File: src/rtl/regfile_wb_queue_pkg.sv
// Shared constants and entry type for the register-file writeback queue.
//   WB_DEPTH   : default FIFO depth (power of two, >= 2)
//   DATA_W     : result width
//   ADDR_W     : register address width (2**ADDR_W registers)
//   wb_entry_t : one queued write {valid, rd, data}
package regfile_wb_queue_pkg;

   localparam int unsigned WB_DEPTH = 4;
   localparam int unsigned DATA_W   = 32;
   localparam int unsigned ADDR_W   = 5;
   localparam int unsigned NREG     = 1 << ADDR_W;

   typedef struct packed {
      logic              valid;
      logic [ADDR_W-1:0] rd;
      logic [DATA_W-1:0] data;
   } wb_entry_t;

endpackage

File: src/rtl/regfile_wb_queue_if.sv
// Bundle of every non-clock signal of the writeback queue.
//   slave  : the queue side (consumes ALU/mult-div results and read addresses,
//            produces readies, register-file write strobe/enable/data, bypass, count)
//   master : the surrounding pipeline / register file side
interface regfile_wb_queue_if
   import regfile_wb_queue_pkg::*;
#(
   parameter int unsigned DEPTH = WB_DEPTH
);
   logic                      alu_valid;
   logic [ADDR_W-1:0]         alu_rd;
   logic [DATA_W-1:0]         alu_data;
   logic                      alu_ready;
   logic                      md_valid;
   logic [ADDR_W-1:0]         md_rd;
   logic [DATA_W-1:0]         md_data;
   logic                      md_ready;
   logic                      write_ctrl;
   logic [NREG-1:0]           wr_ie;
   logic [DATA_W-1:0]         wr_data;
   logic [ADDR_W-1:0]         rdA_addr;
   logic [ADDR_W-1:0]         rdB_addr;
   logic                      bypA_hit;
   logic [DATA_W-1:0]         bypA_data;
   logic                      bypB_hit;
   logic [DATA_W-1:0]         bypB_data;
   logic [$clog2(DEPTH):0]    count;

   modport slave (
      input  alu_valid, alu_rd, alu_data, md_valid, md_rd, md_data,
             rdA_addr, rdB_addr,
      output alu_ready, md_ready, write_ctrl, wr_ie, wr_data,
             bypA_hit, bypA_data, bypB_hit, bypB_data, count
   );

   modport master (
      output alu_valid, alu_rd, alu_data, md_valid, md_rd, md_data,
             rdA_addr, rdB_addr,
      input  alu_ready, md_ready, write_ctrl, wr_ie, wr_data,
             bypA_hit, bypA_data, bypB_hit, bypB_data, count
   );

endinterface

File: src/rtl/wb_onehot_decoder.sv
// Address to one-hot decoder with enable; produces the per-register input enable.
//   en_i     : decode enable; all outputs 0 when low
//   addr_i   : register address
//   onehot_o : bit addr_i set when enabled
module wb_onehot_decoder #(
   parameter int unsigned AW = 5
) (
   input  logic                en_i,
   input  logic [AW-1:0]       addr_i,
   output logic [(1<<AW)-1:0]  onehot_o
);

   always_comb begin
      onehot_o = '0;
      if (en_i) onehot_o[addr_i] = 1'b1;
   end

endmodule

File: src/rtl/regfile_wb_queue.sv
// Writeback queue in front of the register file. Merges ALU and mult/div results
// into a DEPTH-entry FIFO, drains one entry per cycle as a one-hot write enable,
// and offers the newest pending value per read port for bypass.
//   clk : rising-edge clock
//   clr : asynchronous active-high reset
//   wb  : handshake, drain, bypass and occupancy signals (slave side)
module regfile_wb_queue
   import regfile_wb_queue_pkg::*;
#(
   parameter int unsigned DEPTH = WB_DEPTH
) (
   input  logic                     clk,
   input  logic                     clr,
   regfile_wb_queue_if.slave        wb
);

   localparam int unsigned PTR_W = $clog2(DEPTH);
   localparam int unsigned CNT_W = PTR_W + 1;
   localparam logic [CNT_W:0] FULL_C = (CNT_W+1)'(DEPTH);
   localparam logic [CNT_W:0] ONE_C  = (CNT_W+1)'(1);

   wb_entry_t          fifo_q [DEPTH];
   wb_entry_t          fifo_d [DEPTH];
   logic [PTR_W-1:0]   head_q, head_d, tail_q, tail_d;
   logic [CNT_W-1:0]   count_q, count_d;

   logic               pop, alu_nz, md_nz, alu_enq, md_enq;
   logic [CNT_W:0]     free;
   logic [PTR_W-1:0]   idx;

   // The register file always accepts, so a non-empty queue pops every cycle and
   // that slot is already counted as free for this cycle's enqueue.
   always_comb begin
      pop          = (count_q != '0);
      free         = FULL_C - {1'b0, count_q} + {{CNT_W{1'b0}}, pop};
      alu_nz       = wb.alu_valid && (wb.alu_rd != '0);
      md_nz        = wb.md_valid && (wb.md_rd != '0);
      wb.alu_ready = (free >= ONE_C);
      // An r0 ALU write is dropped, so it does not take a slot from mult/div.
      wb.md_ready  = (free >= (ONE_C + {{CNT_W{1'b0}}, alu_nz}));
      alu_enq      = alu_nz && wb.alu_ready;
      md_enq       = md_nz && wb.md_ready;
   end

   // Pop clears the head first so that an enqueue into the same slot at full wins.
   always_comb begin
      fifo_d = fifo_q;
      head_d = head_q;
      if (pop) begin
         fifo_d[head_q].valid = 1'b0;
         head_d = head_q + PTR_W'(1);
      end
      if (alu_enq)
         fifo_d[tail_q] = '{valid: 1'b1, rd: wb.alu_rd, data: wb.alu_data};
      if (md_enq)
         fifo_d[tail_q + PTR_W'(alu_enq)] = '{valid: 1'b1, rd: wb.md_rd, data: wb.md_data};
      tail_d  = tail_q + PTR_W'(alu_enq) + PTR_W'(md_enq);
      count_d = count_q + CNT_W'(alu_enq) + CNT_W'(md_enq) - CNT_W'(pop);
   end

   always_ff @(posedge clk or posedge clr) begin
      if (clr) begin
         head_q  <= '0;
         tail_q  <= '0;
         count_q <= '0;
         for (int unsigned i = 0; i < DEPTH; i++) fifo_q[i] <= '0;
      end else begin
         head_q  <= head_d;
         tail_q  <= tail_d;
         count_q <= count_d;
         fifo_q  <= fifo_d;
      end
   end

   always_comb begin
      wb.write_ctrl = pop;
      wb.wr_data    = pop ? fifo_q[head_q].data : '0;
      wb.count      = count_q;
   end

   wb_onehot_decoder #(.AW(ADDR_W)) u_dec (
      .en_i     (pop),
      .addr_i   (fifo_q[head_q].rd),
      .onehot_o (wb.wr_ie)
   );

   // Walk oldest to newest starting at head; a later match overwrites an earlier
   // one, leaving the newest. Valid bits mark exactly the occupied slots.
   always_comb begin
      wb.bypA_hit  = 1'b0;
      wb.bypA_data = '0;
      wb.bypB_hit  = 1'b0;
      wb.bypB_data = '0;
      idx          = head_q;
      for (int unsigned i = 0; i < DEPTH; i++) begin
         idx = head_q + PTR_W'(i);
         if (fifo_q[idx].valid && (wb.rdA_addr != '0) && (fifo_q[idx].rd == wb.rdA_addr)) begin
            wb.bypA_hit  = 1'b1;
            wb.bypA_data = fifo_q[idx].data;
         end
         if (fifo_q[idx].valid && (wb.rdB_addr != '0) && (fifo_q[idx].rd == wb.rdB_addr)) begin
            wb.bypB_hit  = 1'b1;
            wb.bypB_data = fifo_q[idx].data;
         end
      end
   end

endmodule
File: src/flat_wrapper.sv
// flat-port wrapper written by rule: the top's interface ports become plain ports
module regfile_wb_queue_flat import regfile_wb_queue_pkg::*;
#(
   parameter int unsigned DEPTH = WB_DEPTH
)
  (clk, clr, wb_alu_valid, wb_alu_rd, wb_alu_data, wb_md_valid, wb_md_rd, wb_md_data, wb_rdA_addr, wb_rdB_addr, wb_alu_ready, wb_md_ready, wb_write_ctrl, wb_wr_ie, wb_wr_data, wb_bypA_hit, wb_bypA_data, wb_bypB_hit, wb_bypB_data, wb_count);
  regfile_wb_queue_if #(.DEPTH(DEPTH)) wb_i ();
  input  logic clk;
  input  logic clr;
  input wire logic [$bits(wb_i.alu_valid)-1:0] wb_alu_valid;
  input wire logic [$bits(wb_i.alu_rd)-1:0] wb_alu_rd;
  input wire logic [$bits(wb_i.alu_data)-1:0] wb_alu_data;
  input wire logic [$bits(wb_i.md_valid)-1:0] wb_md_valid;
  input wire logic [$bits(wb_i.md_rd)-1:0] wb_md_rd;
  input wire logic [$bits(wb_i.md_data)-1:0] wb_md_data;
  input wire logic [$bits(wb_i.rdA_addr)-1:0] wb_rdA_addr;
  input wire logic [$bits(wb_i.rdB_addr)-1:0] wb_rdB_addr;
  output wire logic [$bits(wb_i.alu_ready)-1:0] wb_alu_ready;
  output wire logic [$bits(wb_i.md_ready)-1:0] wb_md_ready;
  output wire logic [$bits(wb_i.write_ctrl)-1:0] wb_write_ctrl;
  output wire logic [$bits(wb_i.wr_ie)-1:0] wb_wr_ie;
  output wire logic [$bits(wb_i.wr_data)-1:0] wb_wr_data;
  output wire logic [$bits(wb_i.bypA_hit)-1:0] wb_bypA_hit;
  output wire logic [$bits(wb_i.bypA_data)-1:0] wb_bypA_data;
  output wire logic [$bits(wb_i.bypB_hit)-1:0] wb_bypB_hit;
  output wire logic [$bits(wb_i.bypB_data)-1:0] wb_bypB_data;
  output wire logic [$bits(wb_i.count)-1:0] wb_count;
  assign wb_i.alu_valid = wb_alu_valid;
  assign wb_i.alu_rd = wb_alu_rd;
  assign wb_i.alu_data = wb_alu_data;
  assign wb_i.md_valid = wb_md_valid;
  assign wb_i.md_rd = wb_md_rd;
  assign wb_i.md_data = wb_md_data;
  assign wb_i.rdA_addr = wb_rdA_addr;
  assign wb_i.rdB_addr = wb_rdB_addr;
  assign wb_alu_ready = wb_i.alu_ready;
  assign wb_md_ready = wb_i.md_ready;
  assign wb_write_ctrl = wb_i.write_ctrl;
  assign wb_wr_ie = wb_i.wr_ie;
  assign wb_wr_data = wb_i.wr_data;
  assign wb_bypA_hit = wb_i.bypA_hit;
  assign wb_bypA_data = wb_i.bypA_data;
  assign wb_bypB_hit = wb_i.bypB_hit;
  assign wb_bypB_data = wb_i.bypB_data;
  assign wb_count = wb_i.count;
  regfile_wb_queue #(.DEPTH(DEPTH)) u_core (.clk(clk), .clr(clr), .wb(wb_i));
endmodule
File: config.mk
export PLATFORM = sky130hd
export DESIGN_NAME = regfile_wb_queue_flat
export DESIGN_NICKNAME = d
export VERILOG_FILES = /design/src/rtl/regfile_wb_queue_pkg.sv /design/src/rtl/regfile_wb_queue_if.sv /design/src/rtl/wb_onehot_decoder.sv /design/src/rtl/regfile_wb_queue.sv /design/src/flat_wrapper.sv
export SDC_FILE = /design/constraint.sdc
export NUM_CORES = 1
export LEC_CHECK = 0
export ABC_AREA = 1
export BUFFER_PORTS_ARGS = -buffer_cell sky130_fd_sc_hd__buf_2
export CORE_MARGIN = 5
export CORE_UTILIZATION = 40
export CTS_CLUSTER_DIAMETER = 50
export DETAILED_ROUTE_END_ITERATION = 8
export HOLD_SLACK_MARGIN = 0.02
export PLACE_DENSITY_LB_ADDON = 0.3
export SYNTH_ARGS = -nofsm -noshare
export SYNTH_HDL_FRONTEND = slang
export SYNTH_SLANG_ARGS = --single-unit
export TNS_END_PERCENT = 30
File: constraint.sdc
create_clock -name clk -period 5.2 [get_ports clk]
set_clock_uncertainty 0.05 [all_clocks]
set_input_delay 0.26 -clock clk [delete_from_list [all_inputs] [get_ports clk]]
set_output_delay 0.26 -clock clk [all_outputs]
set_load 0.02 [all_outputs]
==> reports/results.txt <==
result of the run: finished, final reports clean
source-to-sink clock delay at the later pin of the worst-skew pair: 420 ps
number of standard cells after synthesis: 2,548
highest cell delay on the worst timing path: 680 ps
wire per inst: 19.47 um
number of buffers created by CTS: 17
highest metal layer with signal wires: met5
kind of path behind the tightest hold check: in -> async
maximum clock frequency: 215.7 MHz
antenna-violating nets left: 0
Std-Cell Core Area: 0.03740 mm^2
most numerous cell types in the synthesized netlist: 558 x nand2_1, 427 x nor2_1, 383 x o21ai_0, 259 x inv_1, 159 x dfrtp_1
arrival time of data at the critical path endpoint: 4330 ps
Non-Filler Instances: 3,168
I/O Buffers: 223
register clock-pin slew on the reported worst setup and hold paths: 60 ps
post-placement setup slack: 1023 ps
list of cells traversed by the critical path: inv_4, buf_4, nand2_1, nand3_1, nand2_1, nand2_1, nand2_1, nor2_1, nand3_2, o21ai_0, nand2_1, a21oi_1, buf_2
die height: 203.8 um
Pre-Repair DR Iteration Count: 7
row count: 71
Crit Path Max Fanout: 41
number of enable flip-flop cells after synthesis: 0
sinks on the clock net: 159
ys async rst share: 100.0%
cell type group with the largest total delay on the critical path: simple AND/OR/NAND/NOR gates
total global routing track utilization: 28.50%
remaining design rule violation count: 0
kind of critical path: reg -> out
minimum setup slack among reg-to-reg paths: 1330 ps
number of top-level pins: 224
half-perimeter wire length after detailed placement: 45.43 mm
WHS: 19.66 ps
wire length on met2: 24.29 mm
routed length on met1: 28.24 mm
area added between synthesis and finish: 12.27%
most used standard cell by instance count after synthesis: nand2_1
number of flip-flops and latches in the synthesized netlist: 159
number of antenna violations at the first check in global routing: 9
via count of the first global-routing pass: 15,457
crit path setup slack, layout: 563.4 ps
Gates resized, CTS repair: 0
die boundary width: 203.8 um
WP data required: 4890 ps
routed via count divided by cell count: 5.588
share of Yosys cell area claimed by the top area cell type: 26.48%
Yosys warning total: 0
transition at the pin with the smallest max-transition slack: 1053 ps
final RePlAce weighted congestion: 1.053
Top FF cell, synth: dfrtp_1
clock tree from TritonCTS: built
unique cell type count in the Yosys netlist: 41
final setup fails: 0
top area cells in the synthesized netlist: dfrtp_1 26%, nand2_1 14%, o21ai_0 13%
Setup crit start kind: flip-flop
Max Buffers Root-to-Sink: 2
final-stage net count: 2,743
share of cells above drive strength 1: 13.45%
worst slew margin relative to its limit: 29.78%
Post-Place Cells: 3,133
number of maximum-capacitance violations: 0
cell type with the highest occurrence count on the critical path: nand2_1
endpoint kind of the worst setup timing path: primary output
initial drt markers: 2,450
buffers inserted during post-CTS setup optimization: 0
post-detailed-routing wire length: 61.67 mm
slowest cell on the critical path: nand3_2
Die Footprint: 0.04154 mm^2
summed negative setup slack over all endpoints: 0 ps
GRT overflow: 0
wire length of the first global-routing pass: 93.32 mm
fraction of the yosys area taken by sequential cells: 26.48%
final worst path period share: 89.17%
post-route minimum period: 4637 ps
number of failing hold endpoints at the final stage: 0
total met3 wirelength after detailed routing: 7.911 mm
synthesized cell area: 0.01503 mm^2
largest net degree at the start of global routing: 229
RSZ-0062 raised after global routing: no
crit path buf inv count: 3
clock root buffer: clkbuf_16
Final Slew Violations: 0
vias after detailed routing: 17,704
starting utilization of the core area: 40.18%
H-tree depth reported by CTS: 4
post-synthesis average cell area: 5.898 um^2
cell accounting for the most synthesized area: dfrtp_1
synthesized netlist net count: 2,650
hold buffer count at CTS: 0
[path summary, 6_finish.rpt]
check                                             start                      endpoint  cells past startpoint
max                        u_core.head_q[0]$_DFFE_PP0P_              wb_bypA_data[12]                     13
min                                                 clr  u_core.wb.count[2]$_DFF_PP0_                      2
max reg2reg                u_core.wb.count[2]$_DFF_PP0_  u_core.fifo_q[132]$_DFF_PP0_                     14
min reg2reg                 u_core.fifo_q[37]$_DFF_PP0_   u_core.fifo_q[37]$_DFF_PP0_                      1
max in group asynchronous                           clr   u_core.fifo_q[58]$_DFF_PP0_                      3
min in group clk                         wb_md_data[12]   u_core.fifo_q[50]$_DFF_PP0_                      3
[state kept, by name (all words and copies together) (netlist names)]
register / cells
u_core.fifo_q: 152
u_core.wb.count: 3
u_core.head_q: 2
u_core.tail_q: 2
[layout by cell type (no fill, tap or decap), types with 17 or more instances in the layout]
master | synthesis | routed
dfrtp_1 | 159 | 157
buf_2 | 47 | 223
a21oi_1 | 129 | 129
clkbuf_16 | 0 | 17
o21a_1 | 22 | 22
o21ai_0 | 383 | 383
nor4_1 | 37 | 37
nand3_1 | 109 | 106
nand4_1 | 67 | 67
nor2_1 | 427 | 427
buf_4 | 6 | 36
inv_1 | 259 | 257
o21ai_1 | 20 | 20
o22ai_1 | 74 | 74
nand2_1 | 558 | 558
[kinds of logic (layout without fill, tap and decap cells)]
kind of cell               Yosys count  count (layout)  synth area share (%)
adders and majority gates           14              14                 1.266
DFF                                159             159                 26.48
xor gates and xnor gates            12              12                0.6994
muxes                               15              15                0.9991
buffers and inverters              452             558                 12.43
other                                0               3                     0
AOI/OAI and AO/OA                  633             633                 22.16
and+or+nand+nor                   1263            1263                 35.97
[layout make-up]
class / instances / area [um^2]
clock buffer: 23 / 488.0
multi-input combinational: 1937 / 9231
timing repair buffer: 260 / 1406
tap: 511 / 639.4
sequential: 159 / 3984
clock inverter: 9 / 107.6
fill: 3971 / 20530
inverter: 266 / 1007
antenna: 3 / 7.507
[routing by layer]
metal	up-vias	track usage, %
met3	84	6.887
met2	1057	38.92
met4	12	6.360
met5	-	0
met1	8032	44.90
li1	8519	-
[stage by stage]
step / area (um^2) / util, %
final: 16870 / 45.11
after global routing: 16870 / 45.10
after CTS: 16860 / 45.09
after detailed placement: 16270 / 43.50
after global placement: 16270 / 43.50
after floorplan: 15030 / -
Power is left out: the tool's default activity adds up to more than one toggle a clock period on the data nets, which glitch-free logic cannot reach.
